### src/rtl/replacer_cnt_gen.sv
// Purpose : turns replacement distances into count bytes {extend, advance[6:0]} for the count FIFO.
// Latency : distance accepted at edge N gives its first cnt_wr after edge N+1; one byte per enabled cycle.
// Backpres: cnt_afull or ~clk_en freezes all state; registered outputs let the FIFO absorb 2 late writes.
//
// Ports:
//   clk, rst (async active-low)       clock / reset
//   clk_en                            global enable
//   dist_in/dist_valid/dist_last      distance stream in; dist_ready accepts it
//   cnt_afull                         count FIFO almost-full
//   cnt_out/cnt_wr                    count byte and write strobe
//   busy                              emitting bytes for a distance
//   frame_done/frame_bytes            end-of-frame pulse and byte total of last frame
module replacer_cnt_gen #(
    parameter int DIST_W = 16,
    parameter int CNT_W  = 16
) (
    input  logic              clk,
    input  logic              rst,
    input  logic              clk_en,
    input  logic [DIST_W-1:0] dist_in,
    input  logic              dist_valid,
    input  logic              dist_last,
    output logic              dist_ready,
    input  logic              cnt_afull,
    output logic [7:0]        cnt_out,
    output logic              cnt_wr,
    output logic              busy,
    output logic              frame_done,
    output logic [CNT_W-1:0]  frame_bytes
);

    typedef enum logic {
        ST_IDLE,
        ST_EMIT
    } state_t;

    localparam logic [DIST_W-1:0] MAX_ADV = DIST_W'(127);

    state_t            r_state;
    logic [DIST_W-1:0] r_rem;
    logic              r_last;
    logic [CNT_W-1:0]  r_frame_cnt;
    logic [7:0]        r_cnt_out;
    logic              r_cnt_wr;
    logic              r_frame_done;
    logic [CNT_W-1:0]  r_frame_bytes;

    logic              w_en;
    logic              w_fits;
    logic [CNT_W-1:0]  w_cnt_inc;

    assign w_en      = clk_en & ~cnt_afull;
    // Split only while rem > 127: an exact multiple of 127 ends on 0xFF, not an extra 0x80.
    assign w_fits    = (r_rem <= MAX_ADV);
    assign w_cnt_inc = (&r_frame_cnt) ? r_frame_cnt : r_frame_cnt + CNT_W'(1);

    // A new distance can be taken while the final byte of the current one is being decided.
    assign dist_ready = w_en & ((r_state == ST_IDLE) | ((r_state == ST_EMIT) & w_fits));

    assign cnt_out     = r_cnt_out;
    assign cnt_wr      = r_cnt_wr;
    assign frame_done  = r_frame_done;
    assign frame_bytes = r_frame_bytes;
    assign busy        = (r_state != ST_IDLE);

    always_ff @(posedge clk or negedge rst) begin
        if (!rst) begin
            r_state       <= ST_IDLE;
            r_rem         <= '0;
            r_last        <= 1'b0;
            r_frame_cnt   <= '0;
            r_cnt_out     <= 8'h00;
            r_cnt_wr      <= 1'b0;
            r_frame_done  <= 1'b0;
            r_frame_bytes <= '0;
        end else begin
            // Strobes are single-cycle; cnt_out keeps its last value when idle or stalled.
            r_cnt_wr     <= 1'b0;
            r_frame_done <= 1'b0;
            if (w_en) begin
                case (r_state)
                    ST_IDLE: begin
                        if (dist_valid) begin
                            r_rem   <= dist_in;
                            r_last  <= dist_last;
                            r_state <= ST_EMIT;
                        end
                    end
                    ST_EMIT: begin
                        r_cnt_wr <= 1'b1;
                        if (!w_fits) begin
                            // Non-extending full skip.
                            r_cnt_out   <= 8'h7F;
                            r_rem       <= r_rem - MAX_ADV;
                            r_frame_cnt <= w_cnt_inc;
                        end else begin
                            r_cnt_out <= {1'b1, r_rem[6:0]};
                            if (r_last) begin
                                r_frame_bytes <= w_cnt_inc;
                                r_frame_done  <= 1'b1;
                                r_frame_cnt   <= '0;
                            end else begin
                                r_frame_cnt <= w_cnt_inc;
                            end
                            if (dist_valid) begin
                                // Back-to-back: last flag belongs to the newly loaded distance only.
                                r_rem  <= dist_in;
                                r_last <= dist_last;
                            end else begin
                                r_state <= ST_IDLE;
                            end
                        end
                    end
                    default: r_state <= ST_IDLE;
                endcase
            end
        end
    end

endmodule

### config.mk
export PLATFORM = sky130hd
export DESIGN_NAME = replacer_cnt_gen
export DESIGN_NICKNAME = d
export VERILOG_FILES = /design/src/rtl/replacer_cnt_gen.sv
export SDC_FILE = /design/constraint.sdc
export NUM_CORES = 1
export LEC_CHECK = 0
export ABC_CLOCK_PERIOD_IN_PS = 3220
export CAP_MARGIN = 30
export CORE_MARGIN = 2
export CORE_UTILIZATION = 55
export DETAILED_ROUTE_END_ITERATION = 16
export GPL_TIMING_DRIVEN = 0
export PLACE_DENSITY = 0.84
export RECOVER_POWER = 25
export SLEW_MARGIN = 0
export SYNTH_ARGS = -nofsm -noshare
export SYNTH_HDL_FRONTEND = slang
export SYNTH_SLANG_ARGS = --single-unit
### constraint.sdc
create_clock -name clk -period 3.22 [get_ports clk]
set_input_delay 0.644 -clock clk [delete_from_list [all_inputs] [get_ports clk]]
set_output_delay 0.644 -clock clk [all_outputs]
set_load 0.05 [all_outputs]
==> metrics.md <==
| Metric | Value |
|---|---|
| Synthesized netlist cell count | 371 |
| Count of standard-cell rows | 28 |
| Post-detailed-placement half-perimeter wirelength | 5823 µm |
| Maximum Capacitance Violations | 1 |
| CP required | 2.58 ns |
| Number of remaining DRC errors | 0 |
| Type of the worst min-delay path | reg2reg |
| Height of the die | 81.31 µm |
| Power Internal | 1448 µW |
| Antenna fix cells | 0 |
| Total iterations of the first detailed-routing run | 5 |
| Sequential share of the synthesized area | 0.4568 |
| Number of buffers inserted during clock tree synthesis | 9 |
| Total wirelength of the detailed-routed design | 8178 µm |
| Accumulated negative setup slack | 0 ns |
| Warnings, synthesis | 0 |
| Static leakage power | 0.001640 µW |
| Met3 usage in global routing | 0.05667 |
| Clock tree from TritonCTS | yes |
| Avg Cell Area, Syn | 8.860 µm² |
| Share of flip-flops with an asynchronous set or reset | 1.000 |
| Final core occ | 0.6948 |
| Critical path's largest stage delay | 0.47 ns |
| Global-route congestion overflow total | 0 |
| Number of failing setup endpoints in the final timing report | 0 |
| Most used routing layer | met2 |
| Post-detailed-route via-to-cell ratio | 6.039 |
| I/O Buffers | 48 |
| Number of endpoints with negative hold slack in the final report | 0 |
| Met2 capacity usage during global routing | 0.4172 |
| Maximum clock frequency | 335.0 MHz |
| Synth Flop Type | sky130_fd_sc_hd__dfrtp_1 |
| Final instance area | 0.004065 mm² |
| Maximum ir drop on the vdd rail | 0.3590 mV |
| Max-slew violation count | 0 |
| Via count of the routed design | 3074 |
| Starting utilization of the core area | 0.5618 |
| Maximum number of pins on one net before global-route repair | 34 |
| Switching Power | 693.6 µW |
| Core Area | 0.005851 mm² |
| Netlist Area Pre-Place | 0.003287 mm² |
| Hold Worst Slack | 0.4803 ns |
| Failing checks | capacitance limit |
| CP max-delay cell | sky130_fd_sc_hd__dfrtp_1 |
| Distinct cells, synth | 60 |
| Area after detailed placement | 0.003876 mm² |
| First-pass GRT wire length | 13570 µm |
| Setup repair after global routing missed its margin | no |
| Post-synth net total | 395 |
| Portion of total power attributed to sequential cells | 0.464 |
| CTS H-Tree Depth | 3 |
| Max-slew headroom | 0.006483 |
| Post-layout net count | 455 |
| Layout cell share with drive strength beyond 1 | 0.1014 |
| GRT Overall Usage | 0.2689 |
| Clock slew at reported path FFs | 0.07 ns |
| Cell accounting for the most synthesized area | sky130_fd_sc_hd__dfrtp_1 |
| Clock tree root driver cell | sky130_fd_sc_hd__clkbuf_8 |
| PwrDens | 526.7 mW/mm² |
| Kind of launch point of the worst setup path | register |
| Signal arrival time at the worst endpoint | 2.34 ns |
| Fraction of post-synthesis cell area in the top cell type by area | 0.4568 |
| Cells traversed along the worst timing path | nor4_4, nand3_2, and2_1, nor2_1, clkdlybuf4s15_2 |
| EDFF count, synth | 0 |
| Status | complete, but fails checks |
| Worst-case clock skew | 0.007324 ns |
| Cells taking the most area after synthesis | sky130_fd_sc_hd__dfrtp_1 46%, sky130_fd_sc_hd__nand2_1 6.2%, sky130_fd_sc_hd__a21oi_1 3.5%, sky130_fd_sc_hd__o21ai_0 3.5%, sky130_fd_sc_hd__nor2_1 3.2% |
| Share of the clock period used by the worst path | 0.9271 |
| Transition at the pin with the smallest max-transition slack | 1.490 ns |
| Per-cell routed wire length | 16.07 µm |
| Met1 Track Usage GR | 0.3609 |
| Critical path start-end classification | reg2out |
| Share of total power in the clock network | 0.321 |
| Synthesis-to-layout area growth | 23.68% |
| Antenna violations before repair | 0 |
| Min Tclk post-route | 2.985 ns |
| Fraction of power consumed by combinational cells | 0.216 |
| Net Sw Frac | 0.3239 |
| Placer Congestion | 0.9084 |
| Setup crit end kind | output port |
| Number of global-route vias before repair | 2921 |
| Insertion delay to the later sink of the worst-skew pair | 0.34 ns |
| Antenna Violating Nets Remaining | 0 |
| Chip width | 81.31 µm |
| Largest driver fanout on the critical path | 7 |
| Max Buffers Root-to-Sink | 2 |
| Register bit total from synthesis | 60 |
| Clock sinks | 60 |
| Number of buffers added to fix hold violations after cts | 0 |
| Die footprint | 0.006611 mm² |
| Detailed Route Iter0 Violations | 329 |
| I/O Pins | 50 |
## sequential cells by signal, indices dropped and copies added (netlist names)
| name | count |
|---|---|
| frame_bytes | 16 |
| r_frame_cnt | 16 |
| r_rem | 16 |
| cnt_out | 8 |
| busy | 1 |
| cnt_wr | 1 |
| frame_done | 1 |
| r_last | 1 |
## area by class of cell
cell class,instances,area [µm²]
repair buffers,49,480.5
flip-flops and latches,60,1501
fillers,475,1785
inverters,11,41.29
clock buffers,12,155.1
plain buffers,22,106.4
multi-input cells,278,1652
clock inverters,2,35.03
well taps,75,93.84
## cell usage after synthesis (3+ instances only)
cell type and instances:
sky130_fd_sc_hd__dfrtp_1 60, sky130_fd_sc_hd__nand2_1 54, sky130_fd_sc_hd__nor2_1 28, sky130_fd_sc_hd__a21oi_1 23
sky130_fd_sc_hd__o21ai_0 23, sky130_fd_sc_hd__o21ai_1 18, sky130_fd_sc_hd__nand3_1 13, sky130_fd_sc_hd__nor3_1 12
sky130_fd_sc_hd__a31oi_1 11, sky130_fd_sc_hd__clkbuf_1 11, sky130_fd_sc_hd__inv_1 11, sky130_fd_sc_hd__nand4_1 10
sky130_fd_sc_hd__buf_2 7, sky130_fd_sc_hd__xnor2_1 5, sky130_fd_sc_hd__and4_1 4, sky130_fd_sc_hd__mux2i_1 4
sky130_fd_sc_hd__nand2b_1 4, sky130_fd_sc_hd__nor4_1 4, sky130_fd_sc_hd__o22ai_1 4, sky130_fd_sc_hd__a221o_1 3
sky130_fd_sc_hd__a221oi_1 3, sky130_fd_sc_hd__mux2_2 3, sky130_fd_sc_hd__nand3b_1 3, sky130_fd_sc_hd__o211ai_1 3
sky130_fd_sc_hd__xor2_1 3
## placed cells by master (no fill, tap or decap), types with 3 or more instances in the layout
cell	netlist	routed
sky130_fd_sc_hd__nand3_1	13	13
sky130_fd_sc_hd__o211ai_1	3	3
sky130_fd_sc_hd__nor2_1	28	28
sky130_fd_sc_hd__o21ai_1	18	18
sky130_fd_sc_hd__buf_2	7	7
sky130_fd_sc_hd__nand2b_1	4	4
sky130_fd_sc_hd__nand3b_1	3	3
sky130_fd_sc_hd__nand2_1	54	54
sky130_fd_sc_hd__o22ai_1	4	4
sky130_fd_sc_hd__nor4_1	4	4
sky130_fd_sc_hd__clkbuf_1	11	13
sky130_fd_sc_hd__a31oi_1	11	11
sky130_fd_sc_hd__mux2i_1	4	4
sky130_fd_sc_hd__a21oi_1	23	23
sky130_fd_sc_hd__nand4_1	10	10
sky130_fd_sc_hd__dfrtp_1	60	60
sky130_fd_sc_hd__and4_1	4	4
sky130_fd_sc_hd__xor2_1	3	3
sky130_fd_sc_hd__mux2_2	3	3
sky130_fd_sc_hd__xnor2_1	5	5
sky130_fd_sc_hd__nor3_1	12	11
sky130_fd_sc_hd__clkbuf_8	0	11
sky130_fd_sc_hd__clkdlybuf4s50_1	0	46
sky130_fd_sc_hd__o21ai_0	23	23
sky130_fd_sc_hd__a221oi_1	3	3
sky130_fd_sc_hd__inv_1	11	11
sky130_fd_sc_hd__a221o_1	3	3
## what timing repair did
action,CTS,global route
setup buffers,0,0
gates resized for setup,3,2
setup endpoints to repair,1,1
gates cloned,0,0
hold endpoints to repair,0,0
## power groups by stage
stage | clock network [µW] | logic, µW | registers [µW]
finish | 686 | 462 | 993
CTS | 692 | 463 | 985
global placement | 0 | 439 | 990
detailed placement | 0 | 460 | 996
global route | 727 | 510 | 1010
floorplan | 0 | 296 | 1010
## metrics by stage
step	worst slack, ns	power (µW)	cells
floorplan	0.6026	1302	371
global placement	-0.4130	1429	494
detailed placement	0.08162	1456	495
CTS	0.1031	2140	509
global route	0.1022	2246	509
finish	0.2348	2141	509
## worst max-delay path: cells and delay by family, from the launching register on
kind / cells / cell delay, ns
and+or+nand+nor: 4 / 1.12
DFF: 1 / 0.47
buffers and inverters: 1 / 0.39
## metal layers
| metal | vias to the layer above | part of all wire |
|---|---|---|
| met2 | 133 | 0.49 |
| met5 | - | 0 |
| met1 | 1440 | 0.42 |
| li1 | 1477 | - |
| met3 | 24 | 0.066 |
| met4 | 0 | 0.026 |
## logic make-up after synthesis
family,after synthesis,synth area share
AO/OA/AOI/OAI,111,0.2170
multiplexers,7,0.02246
XOR/XNOR,8,0.02132
adder cells (fa/ha/maj),2,0.007612
buffers and inverters,33,0.04491
AND/OR/NAND/NOR,150,0.2299
flip-flops,60,0.4568
## path summary, 6_finish.rpt
| path | start | endpoint | slack, ns | depth (start not counted) |
|---|---|---|---|---|
| hold / removal | cnt_out[6] | cnt_out[6] | 0.48 | 2 |
| hold reg to reg | cnt_out[6] | cnt_out[6] | 0.48 | 2 |
| max in group asynchronous | rst | r_rem[10] | 1.04 | 2 |
| setup / recovery | r_rem[11] | dist_ready | 0.23 | 5 |
| min in group asynchronous | rst | frame_bytes[9] | 0.65 | 1 |
| setup reg to reg | r_frame_cnt[0] | frame_bytes[6] | 1.08 | 7 |
Note: power is estimated with default switching activity, not from simulation.
==> edit 1 (config.mk and constraints unchanged) <==
Change the parameter `DIST_W` from 16 to 24.
--- a/src/rtl/replacer_cnt_gen.sv
+++ b/src/rtl/replacer_cnt_gen.sv
@@ -13,3 +13,3 @@
 module replacer_cnt_gen #(
-    parameter int DIST_W = 16,
+    parameter int DIST_W = 24,
     parameter int CNT_W  = 16
Ports: changed (resized dist_in); port bits go from 50 to 58. The function was not compared with the original's and may differ.
==> edit 1 against the unedited design <==
- final cell count increased by 14%
- area after synthesis increased by 16%
- the flow finishes with violations (capacitance limit, slew limit)
- core utilization increased by 0.44 points
- combinational power decreased by 5.4%
- routed wire length increased by 28%
- synthesized cell count increased by 15%
- sequential cell count increased by 8
- design area increased by 16%
- largest power group unchanged
- via count increased by 22%
- worst setup slack got worse by 110 ps
- power increased by 12%
==> edit 1: results (changes against the unedited design) <==
{| class="wikitable"
! Metric !! Value
|-
| Routed length per placed instance || 18.0 um (was 16.1 um)
|-
| Worst rel slew slack || -0.134 (was 0.00648)
|-
| Net count of the finished layout || 526 (was 455)
|-
| Number of fillers in the final layout || 552 (was 475)
|-
| Origin of the worst setup path || r_rem[10] (was r_rem[11])
|-
| Xor and xnor fraction of the mapped netlist area || 0.0207 (was 0.0213)
|-
| Number of violations of the max-capacitance limit || 1 (unchanged)
|-
| Share of the synthesized area in compound gates (AO/OA/AOI/OAI) || 0.220 (was 0.217)
|-
| Post-detailed-placement cell area || 4470 um2 (was 3880 um2)
|-
| Pins over their slew limit || 69 (was 0)
|-
| Detailed-placement wirelength estimate || 7120 um (was 5820 um)
|-
| End of the worst hold path || frame_bytes[3] (was cnt_out[6])
|-
| Max VDD drop || 0.306 mV (was 0.359 mV)
|-
| Fraction of the mapped netlist area in adder cells || 0.00657 (was 0.00761)
|-
| Data arrival time at the worst-slack endpoint || 2450 ps (was 2340 ps)
|-
| R2R Path End || r_rem[4] (was frame_bytes[6])
|-
| Run status || finished with violations (unchanged)
|-
| First-pass GRT wire length || 17000 um (was 13600 um)
|-
| PortBufs || 57 (was 48)
|-
| Critical R2R Launch || r_rem[16] (was r_frame_cnt[0])
|-
| Gr usage total || 0.293 (was 0.269)
|-
| Maximum clock rate || 0.323 GHz (was 0.335 GHz)
|-
| Worst reg2reg setup slack || 520 ps (was 1080 ps)
|-
| Pre-antenna DRT Iters || 6 (was 5)
|-
| Clock insertion delay at the later pin of the skew report || 360 ps (was 340 ps)
|-
| Via count of the first global-routing pass || 3523 (was 2921)
|-
| Via density per instance || 6.45 (was 6.04)
|-
| Power in combinational cells || 0.437 mW (was 0.462 mW)
|-
| Mux contribution to synthesized area || 0.0112 (was 0.0225)
|-
| Pre-CTS setup slack || -219 ps (was 81.6 ps)
|-
| Clk pwr share || 0.346 (was 0.321)
|-
| Routed vias || 3735 (was 3074)
|-
| Failing checks || capacitance limit, slew limit (was capacitance limit)
|-
| 1st-iter DRT viols || 411 (was 329)
|-
| Crit Path Max Fanout || 8 (was 7)
|-
| Largest net degree at the start of global routing || 69 (was 34)
|-
| Share of synthesized area occupied by flip-flops and latches || 0.447 (was 0.457)
|-
| Cell types with the highest counts after synthesis || 68 x dfrtp_1, 47 x nor2_1, 35 x a21oi_1, 35 x nand2_1, 26 x o21ai_0 (was 60 x dfrtp_1, 54 x nand2_1, 28 x nor2_1, 23 x a21oi_1, 23 x o21ai_0)
|-
| Final Skew || 7.25 ps (was 7.32 ps)
|}
==> edit 1: worst max path at each step <==
stage / depth (start not counted) / endpoint
detailed placement: 5 / dist_ready
finish: 5 / dist_ready
CTS: 6 / dist_ready
global placement: 1 / r_rem[17]
floorplan: 4 / dist_ready
global route: 5 / dist_ready
==> edit 1: routing by layer <==
| metal | vias to the layer above | wire length, um | global-route usage |
|---|---|---|---|
| met5 | - | 0 | 0 |
| met4 | 0 | 284 | 0.145 |
| met3 | 33 | 849 | 0.0531 |
| met2 | 208 | 5150 | 0.475 |
| met1 | 1761 | 4170 | 0.376 |
| li1 | 1733 | - | - |
==> edit 1: critical path, stage by stage (launching register included) <==
cell and delay (ps):
dfrtp_1 420, nor4_2 440, and3_1 430, nand2_1 230, a21oi_1 190, clkdlybuf4s15_2 390
==> edit 1: logic make-up (layout without fill, tap and decap cells) <==
family / after synthesis / in the layout
AO/OA/AOI/OAI: 126 / 126
flip-flops: 68 / 68
XOR/XNOR: 9 / 9
AND/OR/NAND/NOR: 184 / 184
adder cells (fa/ha/maj): 2 / 2
multiplexers: 4 / 4
buffers and inverters: 33 / 106
==> edit 1: repair_timing <==
item | CTS | global route
setup buffers | 1 | 0
pin swaps | 1 | 0
resized for setup | 5 | 0
endpoints found under the setup margin | 1 | 1
==> edit 1: layout make-up <==
class | instances | area [um2] | area share
plain buffers | 18 | 92.6 | 0.0196
clock buffers | 11 | 151 | 0.0320
clock inverters | 5 | 83.8 | 0.0177
inverters | 14 | 52.6 | 0.0111
multi-input cells | 325 | 1970 | 0.417
flip-flops and latches | 68 | 1700 | 0.360
well taps | 80 | 100 | 0.0212
repair buffers | 58 | 574 | 0.122
==> edit 2 (same settings) <==
Without the edit above. Reset style: synchronous (`rst`), changed in one clocked block. Comments in the files are not updated.
--- a/src/rtl/replacer_cnt_gen.sv
+++ b/src/rtl/replacer_cnt_gen.sv
@@ -65,3 +65,3 @@
 
-    always_ff @(posedge clk or negedge rst) begin
+    always_ff @(posedge clk) begin
         if (!rst) begin
Function: differs if rst is asserted again (counterexample within 4 cycles, from zero or initial values and one cycle with rst low); with rst held inactive, the same outputs for 4 cycles.
==> edit 2 against the unedited design <==
- routed wire length increased by 7.9%
- sequential cell count unchanged
- maximum frequency down 3.5%
- synthesized cell count rose by 4.6%
- clock skew grew 2.4 ps
- design area decreased by 6.4%
- global-route usage grew 2.4 points
- via count increased by 8.4%
- sequential share of layout area shrank 5.4 points
- area after synthesis fell by 6.1%
- worst setup slack worse by 110 ps
Power is not compared: it rests on default switching activity, and its combinational part moved more than twofold at a synthesized area within 25%.
==> edit 2: results (changes against the unedited design) <==
{| class="wikitable"
! Metric !! Value
|-
| Run status || completed (was finished with violations)
|-
| Via count of the first global-routing pass || 2961 (was 2921)
|-
| Mux contribution to synthesized area || 0.0199 (was 0.0225)
|-
| Detailed-placement wirelength estimate || 5920 um (was 5820 um)
|-
| Net count of the finished layout || 471 (was 455)
|-
| Largest net degree at the start of global routing || 11 (was 34)
|-
| Dominant combinational cell family by area after synthesis || compound AO/OA/AOI/OAI gates (was simple AND/OR/NAND/NOR gates)
|-
| Number of fillers in the final layout || 468 (was 475)
|-
| Synth cell types || 52 (was 60)
|-
| Number of cells in the finished layout apart from fillers || 524 (was 509)
|-
| Data arrival time at the worst-slack endpoint || 2450 ps (was 2340 ps)
|-
| Post-detailed-placement cell area || 3660 um2 (was 3880 um2)
|-
| GR Util met1 || 0.421 (was 0.361)
|-
| Share of synthesized area occupied by flip-flops and latches || 0.389 (was 0.457)
|-
| Pre-CTS setup slack || 46.2 ps (was 81.6 ps)
|-
| Pre-antenna DRT Iters || 8 (was 5)
|-
| Gr usage total || 0.293 (was 0.269)
|-
| Share of the synthesized area in compound gates (AO/OA/AOI/OAI) || 0.270 (was 0.217)
|-
| First-pass GRT wire length || 14400 um (was 13600 um)
|-
| Final Skew || 9.76 ps (was 7.32 ps)
|-
| Mapped Avg Cell Area || 7.95 um2 (was 8.86 um2)
|-
| Xor and xnor fraction of the mapped netlist area || 0.0312 (was 0.0213)
|-
| Layout cells sized above 1 || 0.0642 (was 0.101)
|-
| Area overhead of the layout relative to synthesis || 23.4% (was 23.7%)
|-
| Post-synthesis async set-or-reset flop share || 0 (was 1.00)
|-
| Number of placed cells counting well taps || 508 (was 495)
|-
| Worst slew pin tran || 1020 ps (was 1490 ps)
|-
| Stage delay of the slowest cell on the critical path || 540 ps (was 470 ps)
|}
## edit 2: cell count changes after synthesis, sizes merged, moves of 9 or more
cell and change:
dfxtp +60, dfrtp -60, nand2 -24, clkbuf +11
a211oi +9, nor2 +10, a21oi +19
## edit 2: cell families after synthesis
kind of cell | after synthesis
AND/OR/NAND/NOR | 143
AO/OA/AOI/OAI | 132
flip-flops | 60
buffers and inverters | 34
XOR/XNOR | 11
multiplexers | 6
adder cells (fa/ha/maj) | 2
## edit 2: worst register-to-register path, stage by stage (launching register included)
cell	delay, ps
dfxtp_1	380
nor4_1	900
nand4_1	310
nor2_2	430
buf_2	300
o21ai_0	130
a31oi_1	180
## edit 2: final timing paths
kind | from | to | slack (ps) | depth (start not counted)
max | r_rem[11] | dist_ready | 130 | 6
min reg2reg | frame_bytes[4] | frame_bytes[4] | 470 | 2
max reg2reg | r_rem[7] | frame_bytes[12] | 510 | 6
min | frame_bytes[4] | frame_bytes[4] | 470 | 2
## edit 2: layout make-up
cell class / count / share of cell area
multi-input combinational: 294 / 0.456
buffer: 28 / 0.0293
sequential: 60 / 0.316
tap: 72 / 0.0237
clock inverter: 2 / 0.00263
inverter: 6 / 0.00592
clock buffer: 14 / 0.0401
timing repair buffer: 48 / 0.127
## edit 2: metal layers
metal  up-vias  wire (um)
li1       1570          -
met1      1560       3940
met2       180       4000
met3        23        717
met4         0        175
met5         -          0
## edit 2: where the power goes
group	switching (mW)	total (mW)	internal [mW]
logic	0.127	0.205	0.0779
registers	0.0206	0.779	0.758
clock network	0.296	0.595	0.299
## edit 2: timing repair
| item | CTS | global route |
|---|---|---|
| endpoints found under the hold margin | 0 | 0 |
| endpoints found under the setup margin | 1 | 0 |
| gates resized for setup | 3 | 0 |
